[src/rtl/text_render_pkg.sv]
// text_render_pkg: shared font geometry, font-size encodings and the 16-entry palette.
`default_nettype none

package text_render_pkg;

   localparam int FONT_W = 8;
   localparam int FONT_H = 16;
   localparam int ROM_AW = 11;

   typedef enum logic [1:0] {
      FS_OFF = 2'd0,
      FS_X1  = 2'd1,
      FS_X2  = 2'd2,
      FS_X4  = 2'd3
   } font_size_t;

   localparam logic [11:0] PALETTE [16] = '{
      12'h000, 12'h00A, 12'h0F0, 12'h0AA,
      12'hA00, 12'hA0A, 12'hA50, 12'hAAA,
      12'h555, 12'h55F, 12'h5F5, 12'h5FF,
      12'hF55, 12'hF5F, 12'hFF5, 12'hFFF
   };

endpackage

`default_nettype wire

[src/rtl/text_pixel_renderer_font_rom.sv]
// font_rom_8x16: 2048x8 synchronous-read glyph ROM, IBM VGA 8x16 shapes, char 0 blank.
`default_nettype none

module font_rom_8x16
   import text_render_pkg::*;
(
   input  logic              clk,
   input  logic              en,
   input  logic [ROM_AW-1:0] addr,
   output logic [7:0]        data
);

   // Only the glyphs the clock overlay emits are populated; every other code is blank.
   function automatic logic [127:0] glyph(input logic [6:0] code);
      case (code)
         7'h01:   glyph = 128'h0000_7E81_A581_81BD_9981_817E_0000_0000;
         7'h30:   glyph = 128'h0000_7CC6_C6CE_DEF6_E6C6_C67C_0000_0000;
         7'h31:   glyph = 128'h0000_1838_7818_1818_1818_187E_0000_0000;
         7'h32:   glyph = 128'h0000_7CC6_060C_1830_60C0_C6FE_0000_0000;
         7'h33:   glyph = 128'h0000_7CC6_0606_3C06_0606_C67C_0000_0000;
         7'h34:   glyph = 128'h0000_0C1C_3C6C_CCFE_0C0C_0C1E_0000_0000;
         7'h35:   glyph = 128'h0000_FEC0_C0C0_FC06_0606_C67C_0000_0000;
         7'h36:   glyph = 128'h0000_3860_C0C0_FCC6_C6C6_C67C_0000_0000;
         7'h37:   glyph = 128'h0000_FEC6_0606_0C18_3030_3030_0000_0000;
         7'h38:   glyph = 128'h0000_7CC6_C6C6_7CC6_C6C6_C67C_0000_0000;
         7'h39:   glyph = 128'h0000_7CC6_C6C6_7E06_0606_0C78_0000_0000;
         7'h3A:   glyph = 128'h0000_0000_1818_0000_0018_1800_0000_0000;
         default: glyph = '0;
      endcase
   endfunction

   logic [127:0] glyph_bits;
   assign glyph_bits = glyph(addr[10:4]);

   // Row 0 lives in the top byte, so ~row picks the byte offset.
   always_ff @(posedge clk) begin
      if (en) begin
         data <= glyph_bits[{~addr[3:0], 3'b000} +: 8];
      end
   end

endmodule

`default_nettype wire

[src/rtl/text_pixel_renderer.sv]
// text_pixel_renderer: 2-tick font/palette pipeline producing registered RGB and co-aligned syncs.
// Optional blinking of palette index 15 is enabled by defining TEXT_BLINK_EN.
`default_nettype none

module text_pixel_renderer
   import text_render_pkg::*;
#(
   parameter logic [11:0] BG_COLOR     = 12'h000,
   parameter int          PIPE_DEPTH   = 2,
   parameter int          BLINK_FRAMES = 30
)
(
   input  logic              clk,
   input  logic              reset,
   input  logic              pixel_tick,
   input  logic              video_on,
   input  logic              hsync_in,
   input  logic              vsync_in,
   input  logic [9:0]        pixelx,
   input  logic [ROM_AW-1:0] rom_addr,
   input  logic [1:0]        font_size,
   input  logic [3:0]        color_addr,
   output logic [11:0]       rgb,
   output logic              hsync,
   output logic              vsync,
   output logic              video_on_out
);

   logic [7:0] rom_data;
   logic [2:0] col_sel;
   logic [2:0] col_s1;
   logic [3:0] color_s1;
   logic       text_en_s1;
   logic       video_s1;
   logic       hsync_s1;
   logic       vsync_s1;
   logic       glyph_bit;
   logic       blink_ok;
   logic       unused_cfg;

   assign unused_cfg = ^{pixelx[9:5], 32'(PIPE_DEPTH), 32'(BLINK_FRAMES)};

   font_rom_8x16 u_font_rom (
      .clk  (clk),
      .en   (pixel_tick),
      .addr (rom_addr),
      .data (rom_data)
   );

   always_comb begin
      col_sel = 3'd0;
      case (font_size_t'(font_size))
         FS_X1:   col_sel = pixelx[2:0];
         FS_X2:   col_sel = pixelx[3:1];
         FS_X4:   col_sel = pixelx[4:2];
         default: col_sel = 3'd0;
      endcase
   end

   always_ff @(posedge clk or posedge reset) begin
      if (reset) begin
         col_s1     <= 3'd0;
         color_s1   <= 4'd0;
         text_en_s1 <= 1'b0;
         video_s1   <= 1'b0;
         hsync_s1   <= 1'b1;
         vsync_s1   <= 1'b1;
      end else if (pixel_tick) begin
         col_s1     <= col_sel;
         color_s1   <= color_addr;
         text_en_s1 <= (font_size != 2'd0);
         video_s1   <= video_on;
         hsync_s1   <= hsync_in;
         vsync_s1   <= vsync_in;
      end
   end

`ifdef TEXT_BLINK_EN
   localparam int CW = $clog2(BLINK_FRAMES + 1);
   logic [CW-1:0] frame_cnt;
   logic          blink_phase;
   logic          vsync_prev;

   always_ff @(posedge clk or posedge reset) begin
      if (reset) begin
         frame_cnt   <= '0;
         blink_phase <= 1'b0;
         vsync_prev  <= 1'b1;
      end else if (pixel_tick) begin
         vsync_prev <= vsync_in;
         if (vsync_prev && !vsync_in) begin
            if (frame_cnt == CW'(BLINK_FRAMES - 1)) begin
               frame_cnt   <= '0;
               blink_phase <= ~blink_phase;
            end else begin
               frame_cnt <= frame_cnt + 1'b1;
            end
         end
      end
   end

   assign blink_ok = (color_s1 != 4'hF) || blink_phase;
`else
   assign blink_ok = 1'b1;
`endif

   // Bit 7 of the row word is the leftmost pixel.
   assign glyph_bit = rom_data[3'd7 - col_s1];

   always_ff @(posedge clk or posedge reset) begin
      if (reset) begin
         rgb          <= 12'h000;
         hsync        <= 1'b1;
         vsync        <= 1'b1;
         video_on_out <= 1'b0;
      end else if (pixel_tick) begin
         if (!video_s1) begin
            rgb <= 12'h000;
         end else if (text_en_s1 && glyph_bit && blink_ok) begin
            rgb <= PALETTE[color_s1];
         end else begin
            rgb <= BG_COLOR;
         end
         hsync        <= hsync_s1;
         vsync        <= vsync_s1;
         video_on_out <= video_s1;
      end
   end

endmodule

`default_nettype wire

[config.mk]
export PLATFORM = sky130hd
export DESIGN_NAME = text_pixel_renderer
export DESIGN_NICKNAME = d
export VERILOG_FILES = /design/src/rtl/text_render_pkg.sv /design/src/rtl/text_pixel_renderer_font_rom.sv /design/src/rtl/text_pixel_renderer.sv
export SDC_FILE = /design/constraint.sdc
export NUM_CORES = 1
export LEC_CHECK = 0
export BUFFER_PORTS_ARGS = -buffer_cell sky130_fd_sc_hd__buf_2
export CAP_MARGIN = 20
export CORE_ASPECT_RATIO = 0.8
export CORE_MARGIN = 1.5
export CORE_UTILIZATION = 30
export DETAILED_ROUTE_END_ITERATION = 16
export PLACE_DENSITY = 0.56
export RECOVER_POWER = 50
export SKIP_LAST_GASP = 1
export SLEW_MARGIN = 20
export SYNTH_ARGS = -nofsm -noshare
export SYNTH_HDL_FRONTEND = slang
export SYNTH_SLANG_ARGS = --single-unit
export TNS_END_PERCENT = 20
[constraint.sdc]
create_clock -name clk -period 1.35 [get_ports clk]
set_clock_uncertainty 0.1 [all_clocks]
set_input_delay 0 -clock clk [delete_from_list [all_inputs] [get_ports clk]]
set_output_delay 0 -clock clk [all_outputs]
set_load 0.01 [all_outputs]
; ---- Yosys cells after proc, flatten, opt, wreduce, memory -nomap -nowiden
; Memory sizes are Yosys's and may differ from the RTL's.
; Cells that the tools add are included.
[op_classes]
shifts = 1
muxes = 8
magnitude_cmp = 2
addsub = 1
eq_ne = 15
reduce_logical = 2
bitwise = 2
[ops]
columns = operator, n
row1 = one-hot mux 112 bit (12 select lines), 1
row2 = variable part select 128 x 8 -> 8 bit, 1
row3 = "== test 7 x 6 -> 1 bit, second input constant", 11
row4 = two-way mux 12 bit, 4
row5 = one-hot mux 3 bit (3 select lines), 1
row6 = "== test 7 x 1 -> 1 bit, second input constant", 1
row7 = ">= comparator 5 bit, second input constant", 1
row8 = inverter 4 -> 5 bit, 1
row9 = "== test 2 bit, second input constant", 2
row10 = "less-than comparator 3 x 4 -> 1 bit, second input constant", 1
row11 = inverter 4 bit, 1
row12 = binary-select mux 1 bit (select 3 bit), 1
row13 = "subtractor 3 bit, first input constant", 1
row14 = "== test 2 x 1 -> 1 bit, second input constant", 1
row15 = nonzero test 2 bit, 1
row16 = logical AND 1 bit, 1
row17 = two-way mux 1 bit, 1
[word_totals]
n_memories = 1
ff_bits = 34
wordCells = 43
output_inout_bits = 15
romBits = 192
in_bits = 33
[memory_table]
columns = name, words, width, rd, rd_clocked_by_memory_dff, write_ports, line_no
row1 = (name not given), 16, 12, 1, 0, 0, text_pixel_renderer.sv:120  ; rgb <= PALETTE[color_s1];

; ---- Depth between registers and ports, before layout
[logic_depth]
depth_word = 6
ltp_mapped = 8
mapped_depth_nobuf = 6

; ---- Modules after synthesis
; From an unflattened synthesis, not the netlist that was laid out.
[hier_totals]
cells_unflattened = 329
area_unflattened_um2 = 2677.6
[modules_own_cells]
columns = mod, cells_each, instances, area_per_inst_um2, seq_area_each_um2
row1 = font_rom_8x16, 248, 1, 1735.4, 240.2
row2 = text_pixel_renderer, 81, 1, 942.2, 480.5

; ---- Worst setup path after synthesis
; OpenSTA, ideal clock, no wires.
[synth_path]
path_kind = input-to-reg
from = input port rom_addr[9]
to = register u_font_rom.data[3] (data pin)
path_stages = 6
setup_time_ns = 0.272
n_path_buf = 1
arrival_ns = 1.453
required_ns = 0.978
setup_slack_ns = -0.475
cell_sequence = buf_2 xor2_2 nor3_1 mux2_2 o311a_1 or4_1
[synth_via]
elab_chain_cells = 3
elab_cells_between_ends = 14
classes_between = 12 x eq/ne / 1 x shift / 1 x mux
[synth_rtl]
columns = element, line_no
row1 = from (decl), text_pixel_renderer.sv:20  ; input logic [ROM_AW-1:0] rom_addr,
row2 = == test 7 x 6 -> 1 bit or == test 7 x 1 -> 1 bit (tied branches), text_pixel_renderer_font_rom.sv:15  ; case (code)
row3 = one-hot mux 112 bit (12 select lines) (*), text_pixel_renderer_font_rom.sv:15
row4 = variable part select 128 x 8 -> 8 bit (*), text_pixel_renderer_font_rom.sv:38  ; data <= glyph_bits[{~addr[3:0], 3'b000} +: 8];
row5 = to (signal assigned), text_pixel_renderer_font_rom.sv:38
row6 = to (decl), text_pixel_renderer_font_rom.sv:10  ; output logic [7:0] data
; Mark *: on every way between the ends. The rest lies on a longest branch, timed or not.
; A chain may end at the register's enable or synchronous reset.

; ---- Worst setup path in the final report
[layout_path]
from = input port rom_addr[6]
to = register u_font_rom.data[3] (data pin)
; Same word-level chain as after synthesis.

==> summary.txt <==
Place
  • DP HPWL: 7.27 mm
  • Setup WS pre-CTS: -0.658 ns
  • IO buf count: 42
  • Routability-driven placement congestion ratio: 0.910
  • Placed instance count: 536

Global route
  • Largest net degree at the start of global routing: 20
  • First-pass GRT wire length: 14.5 mm
  • Remaining global-route overflow: 0
  • Initial antenna violation count: 0
  • Vias in the first global route: 2827
  • Total Routing Usage GR: 0.203

Timing
  • Worst setup margin: -0.247 ns
  • Final hold viol count: 0
  • RSZ-0062 raised after global routing: yes
  • Slew @ Worst Pin: 0.458 ns
  • Fin Hold WS: 0.0144 ns
  • F_max: 626 MHz
  • Setup Viol. Count Final: 12
  • Minimum clock period after layout: 1.60 ns
  • Max-slew headroom: 0.694
  • Period utilization: 1.18
  • Slew Limit Fails: 0

Critical path
  • Worst stage delay on the critical path: 0.51 ns
  • CP Cell Sequence: buf_2, buf_4, nand2b_2, nor2_1, a211oi_1, o32a_1, nor4_1, or4_1
  • Crit start category: input port
  • Worst EP arrival: 1.51 ns
  • Crit end category: flop
  • CP Max Fanout: 9
  • Req. time, crit path: 1.26 ns
  • Critical path class: in2reg
  • CP max-delay cell: or4_1
  • FF-to-FF path depth: 5

Floorplanning
  • Starting Density: 0.316
  • Die area: 9090 µm²
  • Core Box Area: 8090 µm²
  • Die Wd: 106 µm
  • Rows: 29
  • Die H: 85.6 µm
  • I/O pins: 48

Final layout
  • Antenna diodes: 0
  • Commonest non-fill, non-tap cell in the layout: buf_4
  • Syn-to-layout area delta: 52.3%
  • Fin nets: 481
  • Fin cells: 555
  • Most frequent cells in the layout: buf_4 (97), buf_2 (35), nor2_1 (28), a21oi_1 (27), nand2_1 (20)
  • Fill cells: 783
  • Share of layout cells above drive strength 1: 0.465

Power and ir drop
  • Leakage: 1.66 nW
  • Sw frac: 0.321
  • Combinational share of power: 0.399
  • P_sw: 0.764 mW
  • Sequential power share: 0.415
  • Maximum vdd drop: 0.440 mV
  • Clk pwr share: 0.185
  • PD cells: 610 nW/µm²
  • Cell Int Power: 1.61 mW

CTS
  • Cts bufs inserted: 3
  • Reg clk slew, reported paths: 0.09 ns
  • Clk root buf: clkbuf_8
  • Clk_lat worst skew: 0.27 ns
  • CTS tree: done
  • Clock tree buffer depth: 2
  • Clock sink count: 27
  • Htree depth: 1

Synth
  • Cell count after synthesis: 320
  • Flops & latches, synth: 27
  • Cell variety after synth: 70
  • Post-Syn Area: 2560 µm²
  • Register area share after synthesis: 0.282
  • Yosys Warn Count: 0
  • Asr flop ratio synth: 0.704
  • Most used DFF post-synth: dfrtp_1
  • Post-synth EDFFs: 8
  • Synth Area per Inst: 7.99 µm²
  • Synthesized Nets: 353

Run status
  • Status: finished, violations left
  • Violated checks: setup timing

Drt
  • DR pass1 iterations: 5
  • Initial drt markers: 302
  • DRT antenna net count: 0
  • Remaining DRCs: 0
  • Drt via density: 5.46
  • Vias: 3033
  • Final wirelength: 9.22 mm
  • Mean routed wirelength per cell: 16.6 µm

Hold path
  • WHS Path Cells: 3
  • Worst min-delay path category: in2reg

Job
  • # Max-Cap Violations: 0
metrics by stage:
stage          utilization  TNS (ns)  cell area (µm²)  power [mW]
3_5_place_dp         0.434     -5.27             3510        1.84
5_1_grt              0.482     -3.14             3900        2.53
4_1_cts              0.463     -2.61             3750        2.35
2_1_floorplan            -     -2.34             2610        1.48
6_report             0.482     -2.37             3900        2.38
3_3_place_gp         0.434     -5.17             3510        1.84
routing by layer:
metal  track usage  up-vias  part of all wire  wire length, µm
met4        0.0270        0            0.0091               84
met1         0.318     1454              0.48             4440
met5             0        -                 0                0
met3        0.0205        8             0.081              743
met2         0.304      129              0.43             3960
li1              -     1442                 -                -
cell type report:
type / count / area [µm²] / area share
Inverter: 10 / 37.5 / 0.00963
Multi-Input combinational cell: 251 / 1800 / 0.463
Clock inverter: 1 / 5.00 / 0.00128
Clock buffer: 3 / 41.3 / 0.0106
Sequential cell: 27 / 722 / 0.185
Tap cell: 108 / 135 / 0.0347
Timing Repair Buffer: 155 / 1150 / 0.295
logic make-up (layout without fill, tap and decap cells):
group                  Yosys count  in the layout  synth area share
buffers and inverters           42            169            0.0832
AO/OA/AOI/OAI                  106            106             0.276
AND/OR/NAND/NOR                124            124             0.258
multiplexers                    18             18            0.0871
XOR/XNOR                         3              3            0.0132
flip-flops                      27             27             0.282
synth_stat cells, drive strengths merged, types with 3 or more instances:
cell | count | share of area
a211oi | 6 | 0.018
a21oi | 28 | 0.055
a22oi | 4 | 0.012
buf | 21 | 0.052
clkbuf | 11 | 0.016
dfrtp | 15 | 0.15
dfstp | 4 | 0.041
edfxtp | 8 | 0.094
inv | 9 | 0.013
mux2 | 14 | 0.062
nand2 | 20 | 0.029
nand2b | 11 | 0.028
nand3 | 8 | 0.016
nand3b | 4 | 0.013
nor2 | 31 | 0.045
nor2b | 8 | 0.020
nor3 | 14 | 0.029
nor4 | 6 | 0.015
o21ai | 28 | 0.055
o21bai | 3 | 0.0088
o22ai | 4 | 0.0098
o311ai | 4 | 0.014
o31ai | 4 | 0.012
or2 | 3 | 0.0073
power groups by stage:
stage / sequential, mW / combinational (mW) / clock [mW]
after CTS: 0.987 / 0.893 / 0.468
after global routing: 1.00 / 1.03 / 0.497
after floorplan: 1.01 / 0.468 / 0
after global placement: 1.00 / 0.838 / 0
after detailed placement: 1.00 / 0.836 / 0
final: 0.987 / 0.950 / 0.441
critical path: cells and delay by family:
family | cells | cell delay (ns)
AOI/OAI and AO/OA | 2 | 0.45
buffers and inverters | 2 | 0.30
and+or+nand+nor | 4 | 0.75
flip-flops by register name, summed over array words and instances, names as in the netlist:
register / count
hsync: 1
rgb: 5
vsync: 1
col_s1: 3
video_on_out: 1
video_s1: 1
text_en_s1: 1
vsync_s1: 1
color_s1: 4
hsync_s1: 1
u_font_rom.data: 8
what timing repair did:
action,4_1_cts,5_1_grt
gates resized for setup,26,32
hold buffers,11,0
endpoints found under the setup margin,12,12
buffers inserted,0,3
pin swaps,8,12
cloned,0,1
hold endpoints to repair,34,0
worst paths after layout:
check / from / end / slack, ns
setup / recovery: rom_addr[6] / u_font_rom.data[3] / -0.25
hold / removal: font_size[1] / text_en_s1 / 0.01
setup reg to reg: col_s1[0] / rgb[6] / -0.19
hold reg to reg: video_on_out / video_on_out / 0.42
max in group asynchronous: reset / hsync_s1 / 0.53
min in group asynchronous: reset / text_en_s1 / 0.28
(Power assumes the default switching activity.)
